File: src/rtl/hazard_stall_unit_pkg.sv
// Shared definitions for the hazard/stall unit: multiply FSM encoding,
// the x0 register index and the legal multiply-latency range.
package hazard_stall_unit_pkg;

    localparam int unsigned REG_W       = 5;
    localparam int unsigned MUL_CNT_W   = 4;
    localparam int unsigned MUL_LAT_MIN = 2;
    localparam int unsigned MUL_LAT_MAX = 15;

    localparam logic [REG_W-1:0] REG_X0 = 5'd0;

    typedef enum logic [1:0] {
        IDLE = 2'd0,
        BUSY = 2'd1,
        LAST = 2'd2
    } mul_state_e;

    function automatic bit mul_lat_ok(input int unsigned lat);
        return (lat >= MUL_LAT_MIN) && (lat <= MUL_LAT_MAX);
    endfunction

endpackage

File: src/rtl/hazard_stall_unit_if.sv
// Pipeline-side bundle for the hazard unit: register ids and hazard
// sources in, stall/flush controls and performance counters out.
interface hazard_stall_unit_if #(
    parameter int unsigned CNT_W = 32
);
    import hazard_stall_unit_pkg::*;

    logic [REG_W-1:0] RS1_D;
    logic [REG_W-1:0] RS2_D;
    logic [REG_W-1:0] RD_E;
    logic             RegWriteE;
    logic             ResultSrcE0;
    logic             PCSrcE;
    logic             MulE;

    logic             StallF;
    logic             StallD;
    logic             StallE;
    logic             FlushD;
    logic             FlushE;
    logic             FlushM;
    logic [CNT_W-1:0] stall_cycles;
    logic [CNT_W-1:0] flush_events;

    modport master (
        output RS1_D, RS2_D, RD_E, RegWriteE, ResultSrcE0, PCSrcE, MulE,
        input  StallF, StallD, StallE, FlushD, FlushE, FlushM,
        input  stall_cycles, flush_events
    );

    modport slave (
        input  RS1_D, RS2_D, RD_E, RegWriteE, ResultSrcE0, PCSrcE, MulE,
        output StallF, StallD, StallE, FlushD, FlushE, FlushM,
        output stall_cycles, flush_events
    );

endinterface

File: src/rtl/hazard_stall_unit_sat_counter.sv
// Saturating up-counter: increments on each qualifying cycle, holds at all-ones.
module hazard_stall_unit_sat_counter #(
    parameter int unsigned CNT_W = 32
) (
    input  logic             clk,
    input  logic             rst,
    input  logic             inc_i,
    output logic [CNT_W-1:0] cnt_o
);

    logic [CNT_W-1:0] cnt_q;
    logic [CNT_W-1:0] cnt_d;

    always_comb begin
        cnt_d = cnt_q;
        if (inc_i && (cnt_q != '1)) begin
            cnt_d = cnt_q + CNT_W'(1);
        end
    end

    always_ff @(posedge clk or negedge rst) begin
        if (!rst) begin
            cnt_q <= '0;
        end else begin
            cnt_q <= cnt_d;
        end
    end

    assign cnt_o = cnt_q;

endmodule

File: src/rtl/hazard_stall_unit.sv
// Stall/flush control for the 5-stage pipeline: load-use detection,
// taken-branch flushes and multi-cycle multiply occupancy of Execute.
module hazard_stall_unit
    import hazard_stall_unit_pkg::*;
#(
    parameter int unsigned MUL_LAT = 3,
    parameter int unsigned CNT_W   = 32
) (
    input  logic                 clk,
    input  logic                 rst,
    hazard_stall_unit_if.slave   bus
);

    mul_state_e           state_q;
    mul_state_e           state_d;
    logic [MUL_CNT_W-1:0] mul_cnt_q;
    logic [MUL_CNT_W-1:0] mul_cnt_d;
    logic                 mul_stall;
    logic                 lw_stall;
    logic                 stall_fd;

    assign lw_stall = bus.ResultSrcE0 & bus.RegWriteE & (bus.RD_E != REG_X0) &
                      ((bus.RD_E == bus.RS1_D) | (bus.RD_E == bus.RS2_D));

    // Multiply occupancy: stall MUL_LAT-1 cycles, then let it advance in LAST.
    always_comb begin
        state_d   = state_q;
        mul_cnt_d = mul_cnt_q;
        mul_stall = 1'b0;
        unique case (state_q)
            IDLE: begin
                if (bus.MulE) begin
                    mul_stall = 1'b1;
                    if (MUL_LAT > 2) begin
                        state_d   = BUSY;
                        mul_cnt_d = MUL_CNT_W'(MUL_LAT - 2);
                    end else begin
                        state_d = LAST;
                    end
                end
            end
            BUSY: begin
                mul_stall = 1'b1;
                mul_cnt_d = mul_cnt_q - MUL_CNT_W'(1);
                if (mul_cnt_q == MUL_CNT_W'(1)) begin
                    state_d = LAST;
                end
            end
            LAST: begin
                state_d = IDLE;
            end
            default: begin
                state_d   = IDLE;
                mul_cnt_d = '0;
            end
        endcase
    end

    always_ff @(posedge clk or negedge rst) begin
        if (!rst) begin
            state_q   <= IDLE;
            mul_cnt_q <= '0;
        end else begin
            state_q   <= state_d;
            mul_cnt_q <= mul_cnt_d;
        end
    end

    // A taken branch makes the Decode instruction wrong-path, so no load-use stall.
    assign stall_fd = (lw_stall & ~bus.PCSrcE) | mul_stall;

    assign bus.StallF = rst & stall_fd;
    assign bus.StallD = rst & stall_fd;
    assign bus.StallE = rst & mul_stall;
    assign bus.FlushD = rst & bus.PCSrcE;
    assign bus.FlushE = rst & (bus.PCSrcE | (lw_stall & ~mul_stall));
    assign bus.FlushM = rst & mul_stall;

    hazard_stall_unit_sat_counter #(.CNT_W(CNT_W)) u_stall_cnt (
        .clk   (clk),
        .rst   (rst),
        .inc_i (stall_fd),
        .cnt_o (bus.stall_cycles)
    );

    hazard_stall_unit_sat_counter #(.CNT_W(CNT_W)) u_flush_cnt (
        .clk   (clk),
        .rst   (rst),
        .inc_i (bus.PCSrcE),
        .cnt_o (bus.flush_events)
    );

    a_mul_lat_legal: assert property (@(posedge clk) mul_lat_ok(MUL_LAT));

    // Execute cannot resolve a branch while it is holding a multiply.
    a_no_branch_in_mul: assert property (@(posedge clk) disable iff (!rst)
                                         !(bus.PCSrcE && mul_stall));

endmodule
File: src/flat_wrapper.sv
// flat-port wrapper written by rule: the top's interface ports become plain ports
module hazard_stall_unit_flat import hazard_stall_unit_pkg::*;
#(
    parameter int unsigned MUL_LAT = 3,
    parameter int unsigned CNT_W   = 32
)
  (clk, rst, bus_RS1_D, bus_RS2_D, bus_RD_E, bus_RegWriteE, bus_ResultSrcE0, bus_PCSrcE, bus_MulE, bus_StallF, bus_StallD, bus_StallE, bus_FlushD, bus_FlushE, bus_FlushM, bus_stall_cycles, bus_flush_events);
  hazard_stall_unit_if #(.CNT_W(CNT_W)) bus_i ();
  input  logic clk;
  input  logic rst;
  input wire logic [$bits(bus_i.RS1_D)-1:0] bus_RS1_D;
  input wire logic [$bits(bus_i.RS2_D)-1:0] bus_RS2_D;
  input wire logic [$bits(bus_i.RD_E)-1:0] bus_RD_E;
  input wire logic [$bits(bus_i.RegWriteE)-1:0] bus_RegWriteE;
  input wire logic [$bits(bus_i.ResultSrcE0)-1:0] bus_ResultSrcE0;
  input wire logic [$bits(bus_i.PCSrcE)-1:0] bus_PCSrcE;
  input wire logic [$bits(bus_i.MulE)-1:0] bus_MulE;
  output wire logic [$bits(bus_i.StallF)-1:0] bus_StallF;
  output wire logic [$bits(bus_i.StallD)-1:0] bus_StallD;
  output wire logic [$bits(bus_i.StallE)-1:0] bus_StallE;
  output wire logic [$bits(bus_i.FlushD)-1:0] bus_FlushD;
  output wire logic [$bits(bus_i.FlushE)-1:0] bus_FlushE;
  output wire logic [$bits(bus_i.FlushM)-1:0] bus_FlushM;
  output wire logic [$bits(bus_i.stall_cycles)-1:0] bus_stall_cycles;
  output wire logic [$bits(bus_i.flush_events)-1:0] bus_flush_events;
  assign bus_i.RS1_D = bus_RS1_D;
  assign bus_i.RS2_D = bus_RS2_D;
  assign bus_i.RD_E = bus_RD_E;
  assign bus_i.RegWriteE = bus_RegWriteE;
  assign bus_i.ResultSrcE0 = bus_ResultSrcE0;
  assign bus_i.PCSrcE = bus_PCSrcE;
  assign bus_i.MulE = bus_MulE;
  assign bus_StallF = bus_i.StallF;
  assign bus_StallD = bus_i.StallD;
  assign bus_StallE = bus_i.StallE;
  assign bus_FlushD = bus_i.FlushD;
  assign bus_FlushE = bus_i.FlushE;
  assign bus_FlushM = bus_i.FlushM;
  assign bus_stall_cycles = bus_i.stall_cycles;
  assign bus_flush_events = bus_i.flush_events;
  hazard_stall_unit #(.MUL_LAT(MUL_LAT), .CNT_W(CNT_W)) u_core (.clk(clk), .rst(rst), .bus(bus_i));
endmodule
File: config.mk
export PLATFORM = sky130hd
export DESIGN_NAME = hazard_stall_unit_flat
export DESIGN_NICKNAME = d
export VERILOG_FILES = /design/src/rtl/hazard_stall_unit_pkg.sv /design/src/rtl/hazard_stall_unit_if.sv /design/src/rtl/hazard_stall_unit_sat_counter.sv /design/src/rtl/hazard_stall_unit.sv /design/src/flat_wrapper.sv
export SDC_FILE = /design/constraint.sdc
export NUM_CORES = 1
export LEC_CHECK = 0
export ABC_CLOCK_PERIOD_IN_PS = 3700
export BUFFER_PORTS_ARGS = -buffer_cell sky130_fd_sc_hd__buf_2
export CAP_MARGIN = 10
export CORE_ASPECT_RATIO = 0.75
export CORE_MARGIN = 3
export CORE_UTILIZATION = 40
export DETAILED_ROUTE_END_ITERATION = 8
export PLACE_DENSITY_LB_ADDON = 0.15
export SYNTH_ARGS = -nofsm -noshare
export SYNTH_HDL_FRONTEND = slang
export SYNTH_HIERARCHICAL = 1
export SYNTH_SLANG_ARGS = --single-unit
File: constraint.sdc
create_clock -name clk -period 3.7 [get_ports clk]
set_clock_uncertainty 0.15 [all_clocks]
set_input_delay 0.74 -clock clk [delete_from_list [all_inputs] [get_ports clk]]
set_output_delay 0.74 -clock clk [all_outputs]
set_load 0.01 [all_outputs]
-- Yosys cells after proc, flatten, opt, wreduce, memory -nomap -nowiden
Index checks and enable logic that the tools add are counted.
- input port bits: 21
- logic and storage cells: 44
- flip-flop bits (word level): 70
- add/subtract/negate cells: 3
- reduce and logical (&&, ||, !) cells: 6
- bitwise operators: 15
- eq/ne operators: 9
- mux-type cells: 7
- operators with widths (cell ; count):
    $add A32 B1 Y32 const B ; 2
    $ne A32 B32 Y1 const B ; 2
    $pmux W4 S3 ; 1
    $eq A5 B5 Y1 ; 2
    $and A1 B1 Y1 ; 9
    $reduce_bool A5 Y1 ; 1
    $eq A4 B1 Y1 const B ; 1
    $mux W2 ; 2
    $mux W4 ; 1
    $pmux W2 S2 ; 1
    $reduce_and A2 Y1 ; 2
    $sub A4 B1 Y4 const B ; 1
    $not A1 Y1 ; 3
    $or A1 B1 Y1 ; 3
    $eq A2 B1 Y1 const B ; 1
    $eq A2 B2 Y1 const B ; 1
    $logic_and A1 B1 Y1 ; 2
    $logic_not A2 Y1 ; 1
    $ne A2 B1 Y1 const B ; 1
    $ne A2 B2 Y1 const B ; 1
    $pmux W1 S2 ; 1
    $mux W1 ; 1

-- Longest topological paths before layout
- depth in word-level cells: 6
- depth in mapped cells: 10
- gate-level depth less buffers: 9

-- Cells and area by module
Netlist, hierarchy kept.
- by module, submodules not included (module ; seq. area each (µm²) ; area each (µm²) ; times used ; cells an instance):
    hazard_stall_unit_sat_counter at u_core.u_stall_cnt ; 800.8 ; 1624.1 ; 1 ; 151
    hazard_stall_unit_sat_counter at u_core.u_flush_cnt ; 800.8 ; 1522.7 ; 1 ; 140
    hazard_stall_unit ; 150.1 ; 503.0 ; 1 ; 57

-- Least setup slack after synthesis
Ideal clock, no wire load.
- kind: input to register
- start point: in bus_RD_E[2]
- end point: reg u_core.u_stall_cnt.cnt_q[29], in the netlist u_core/u_stall_cnt/cnt_o[29]
- required time: 3471 ps
- arrival time: 2787 ps
- library setup time: 79 ps
- buffers on the path: 1
- stages on the path: 10
- setup slack: 684 ps
- cell sequence: xor2_1 -> nor3_2 -> a22oi_2 -> o41ai_2 -> and3_1 -> nor2b_1 -> clkbuf_1 -> nand4_1 -> nor4_2 -> xor2_1
- word-level cells in the longest chain between the ends: 6
- ends and longest elaborated chain (item ; RTL line ; source):
    start: declaration ; flat_wrapper.sv:13 ; input wire logic [$bits(bus_i.RD_E)-1:0] bus_RD_E;
    $eq A5 B5 Y1 or $reduce_bool A5 Y1 (tied branches) ; hazard_stall_unit.sv:23, hazard_stall_unit.sv:22 ;
    $or A1 B1 Y1 or $and A1 B1 Y1 (tied branches) ; hazard_stall_unit.sv:23, hazard_stall_unit.sv:22 ;
    $and A1 B1 Y1 (*) ; hazard_stall_unit.sv:22 ; assign lw_stall = bus.ResultSrcE0 & bus.RegWriteE & (bus.RD_E != REG_X0) &
    $and A1 B1 Y1 (*) ; hazard_stall_unit.sv:70 ; assign stall_fd = (lw_stall & ~bus.PCSrcE) | mul_stall;
    $or A1 B1 Y1 (*) ; hazard_stall_unit.sv:70 ;
    net u_core.stall_fd ; hazard_stall_unit.sv:20 ; logic stall_fd;
    $logic_and A1 B1 Y1 (*) ; hazard_stall_unit_sat_counter.sv:16 ; if (inc_i && (cnt_q != '1)) begin
    end signal: assignment ; hazard_stall_unit_sat_counter.sv:25 ; cnt_q <= cnt_d;
    end: declaration ; hazard_stall_unit_sat_counter.sv:11 ; logic [CNT_W-1:0] cnt_q;
Mark *: on every way through the listed nets, which the timed path passes. The rest lies on a longest branch.
A chain may end at the register's enable or synchronous reset.

-- Final worst setup path
Same ends and word-level chain as after synthesis.

==> out/qor.yml <==
outcome:
  status: "completed"
final_layout:
  drive_gt1_frac: 0.2905
  synthToLayoutAreaGrowth_pct: 24.96
  final_util: 0.5259
  num_antenna_cells: 0
  fin_cells: 559
  fin_area_um2: 4561
  fin_nets: 471
logic_synthesis:
  synth.area.top_cells: "dfrtp_1 (48%), xnor2_1 (11%), xor2_1 (6.2%)"
  syn_nets: 373
  synth_area_um2: 3650
  seq_area_frac_synth: 0.4799
  synthCells: 348
  synthTopCellsByCount: "dfrtp_1 (70), xnor2_1 (45), nand2_1 (32), nand4_1 (31)"
  synth_edf_count: 0
  async_flop_share: 1.000
  ys.flop_type: "dfrtp_1"
  synth_area_leader_cell: "dfrtp_1"
  yosys.area.top_type_share: 0.4799
  yosysWarnings: 6
  synthDistinctLibCells: 49
  yosysMostFrequentCell: "dfrtp_1"
  ys_ff_latch: 70
  syn_area_per_cell_um2: 10.49
grt:
  grt_pass1_vias: 2851
  grtUsageTotal: 0.1810
  gr-total-overflow: 0
  antenna_found_initial: 1
  grt_first_pass_wirelength_um: 14490
  grt_max_degree: 65
critical_path:
  cp.arrival_ns: 2.97
  crit_path_max_incr_delay_ns: 0.47
  critPathCaptureType: "flop"
  start_kind: "input pin"
  path_max_fanout: 7
  critPathRequiredTime_ns: 3.80
  crit_chain: "buf_2 -> xor2_1 -> nor3_2 -> a22oi_2 -> o41ai_2 -> and3_1 -> nor2b_1 -> nand4_1 -> nor4_2 -> xor2_1"
  worst-setup-path-type: "input pin to flop"
  slowest_stage: "nor2b_1"
  cpMostUsedCell: "xor2_1"
clocking:
  clkSinkCount: 70
  cts_buffers: 9
  cts_tree: "done"
  cts_root_buffer: "clkbuf_16"
  cts_buffer_depth: 2
  clk_pin_slew_worst_paths_ns: 0.06
  clock_latency_ns: 0.33
  cts_resized: 0
  post_cts_buffers: 0
  cts_hold_buffers: 0
  htreeDepth: 3
timing:
  tns_ns: 0
  final-setup-viol-count: 0
  min_period_ns: 2.866
  fmax_mhz: 348.9
  tightest_slew_ns: 0.8344
  rsz0062_at_grt: "false"
  maxSlewViolCount: 0
  period_share: 0.7746
  setup_slack_ns: 0.8341
  finalHoldViolCount: 0
  slew-limit-headroom: 0.4437
placement:
  dp.cells: 543
  pre_cts_ws_ns: 0.4781
  dp_hpwl_um: 6551
  io_buffers: 90
  globalplace.congestion: 0.8265
  placed_area_um2: 4213
routing:
  antenna_left: 0
  via_count: 2995
  vias_per_cell: 5.358
  drtIter0Drc: 216
  wl_per_cell_um: 15.74
  wl_um: 8798
  post-route-drc-count: 0
  drt_pre_antenna_iters: 5
floorplanning:
  ios: 91
  num_rows: 29
  core_area_um2: 8672
  die_w_um: 116.3
  die_h_um: 88.73
  initial_utilization: 0.4209
  die_area_um2: 10320
power:
  powerDensity_nw_per_um2: 568.9
  ir_worst_vdd_mv: 0.2984
  p_leak_nw: 2.168
flow_run:
  maxCapViolations: 0
hold_path:
  hp-class: "input pin to async pin"
## per-stage QoR
step / hold WS (ns) / power (mW)
floorplan: 0.2944 / 1.390
global placement: 0.3267 / 1.599
detailed placement: 0.3496 / 1.620
CTS: 0.1028 / 2.626
global route: 0.1045 / 2.745
finish: 0.1131 / 2.595
## path summary, 6_finish.rpt
kind | slack, ns | depth (start not counted) | endpoint | startpoint
worst max-delay path | 0.83 | 10 | u_core/u_stall_cnt/cnt_o[29] | bus_RD_E[2]
worst min-delay path | 0.11 | 1 | u_core/mul_cnt_q[0] | rst
worst max register to register | 1.13 | 5 | u_core/u_stall_cnt/cnt_o[8] | u_core/u_stall_cnt/cnt_o[4]
worst min register to register | 0.35 | 1 | u_core/u_flush_cnt/cnt_o[31] | u_core/u_flush_cnt/cnt_o[31]
max in group asynchronous | 2.22 | 2 | u_core/u_flush_cnt/cnt_o[20] | rst
min in group clk | 0.35 | 1 | u_core/u_flush_cnt/cnt_o[31] | u_core/u_flush_cnt/cnt_o[31]
## registers in the layout, summed over array words and instances (netlist names)
register and cells:
u_core/mul_cnt_q 4, u_core/state_q 2, u_core/u_flush_cnt/cnt_o 32, u_core/u_stall_cnt/cnt_o 32
## layer usage
metal / vias to the layer above / global-route usage / share of wire
met5: - / 0 / 0.0015
met4: 2 / 0.06006 / 0.011
met3: 11 / 0.07177 / 0.074
met2: 83 / 0.2503 / 0.41
met1: 1456 / 0.2577 / 0.50
li1: 1443 / - / -
## logic make-up after synthesis
logic type                 after synthesis  synth area share
and+or+nand+nor                        160            0.2506
adders and majority gates                4           0.01371
buffers and inverters                   16           0.02262
DFF                                     70            0.4799
muxes                                    4           0.01200
AOI/OAI and AO/OA                       23           0.05074
xor gates and xnor gates                71            0.1704
## cell type report
type | count | area, um2
Clock buffer | 10 | 239.0
Fill cell | 805 | 4111
Timing Repair Buffer | 93 | 473.0
Multi-Input combinational cell | 262 | 1815
Inverter | 10 | 37.54
Clock inverter | 6 | 108.9
Tap cell | 108 | 135.1
Sequential cell | 70 | 1752
## cells in the final DEF, fill, tap and decap left out, types with 2 or more instances in the layout
cell	netlist	layout
o211ai_1	2	2
bufinv_16	0	3
mux2_2	2	2
xnor2_1	45	45
nor3_1	6	6
inv_1	9	9
a31oi_1	2	2
or4_4	3	3
nor3_2	3	3
buf_2	0	90
nand3_1	25	25
buf_4	2	3
ha_1	4	4
nor2_1	26	26
clkinv_2	0	2
and4_1	7	7
o21ai_1	4	4
nand4_2	2	2
or3_1	2	2
and3_1	3	3
a21oi_1	6	6
nand4_1	31	31
dfrtp_1	70	70
nand2_1	32	32
clkbuf_16	0	9
nor4_1	8	8
xor2_1	26	26
## critical path, delay by kind of cell
kind	cells	cell delay (ns)
AOI/OAI and AO/OA	2	0.50
xor gates and xnor gates	2	0.33
buffers and inverters	1	0.12
and+or+nand+nor	5	1.27
## report_power, final
| group | internal, mW | switching (mW) |
|---|---|---|
| clock | 0.675 | 0.316 |
| combinational | 0.256 | 0.333 |
| sequential | 0.878 | 0.137 |
(Power assumes the default switching activity.)
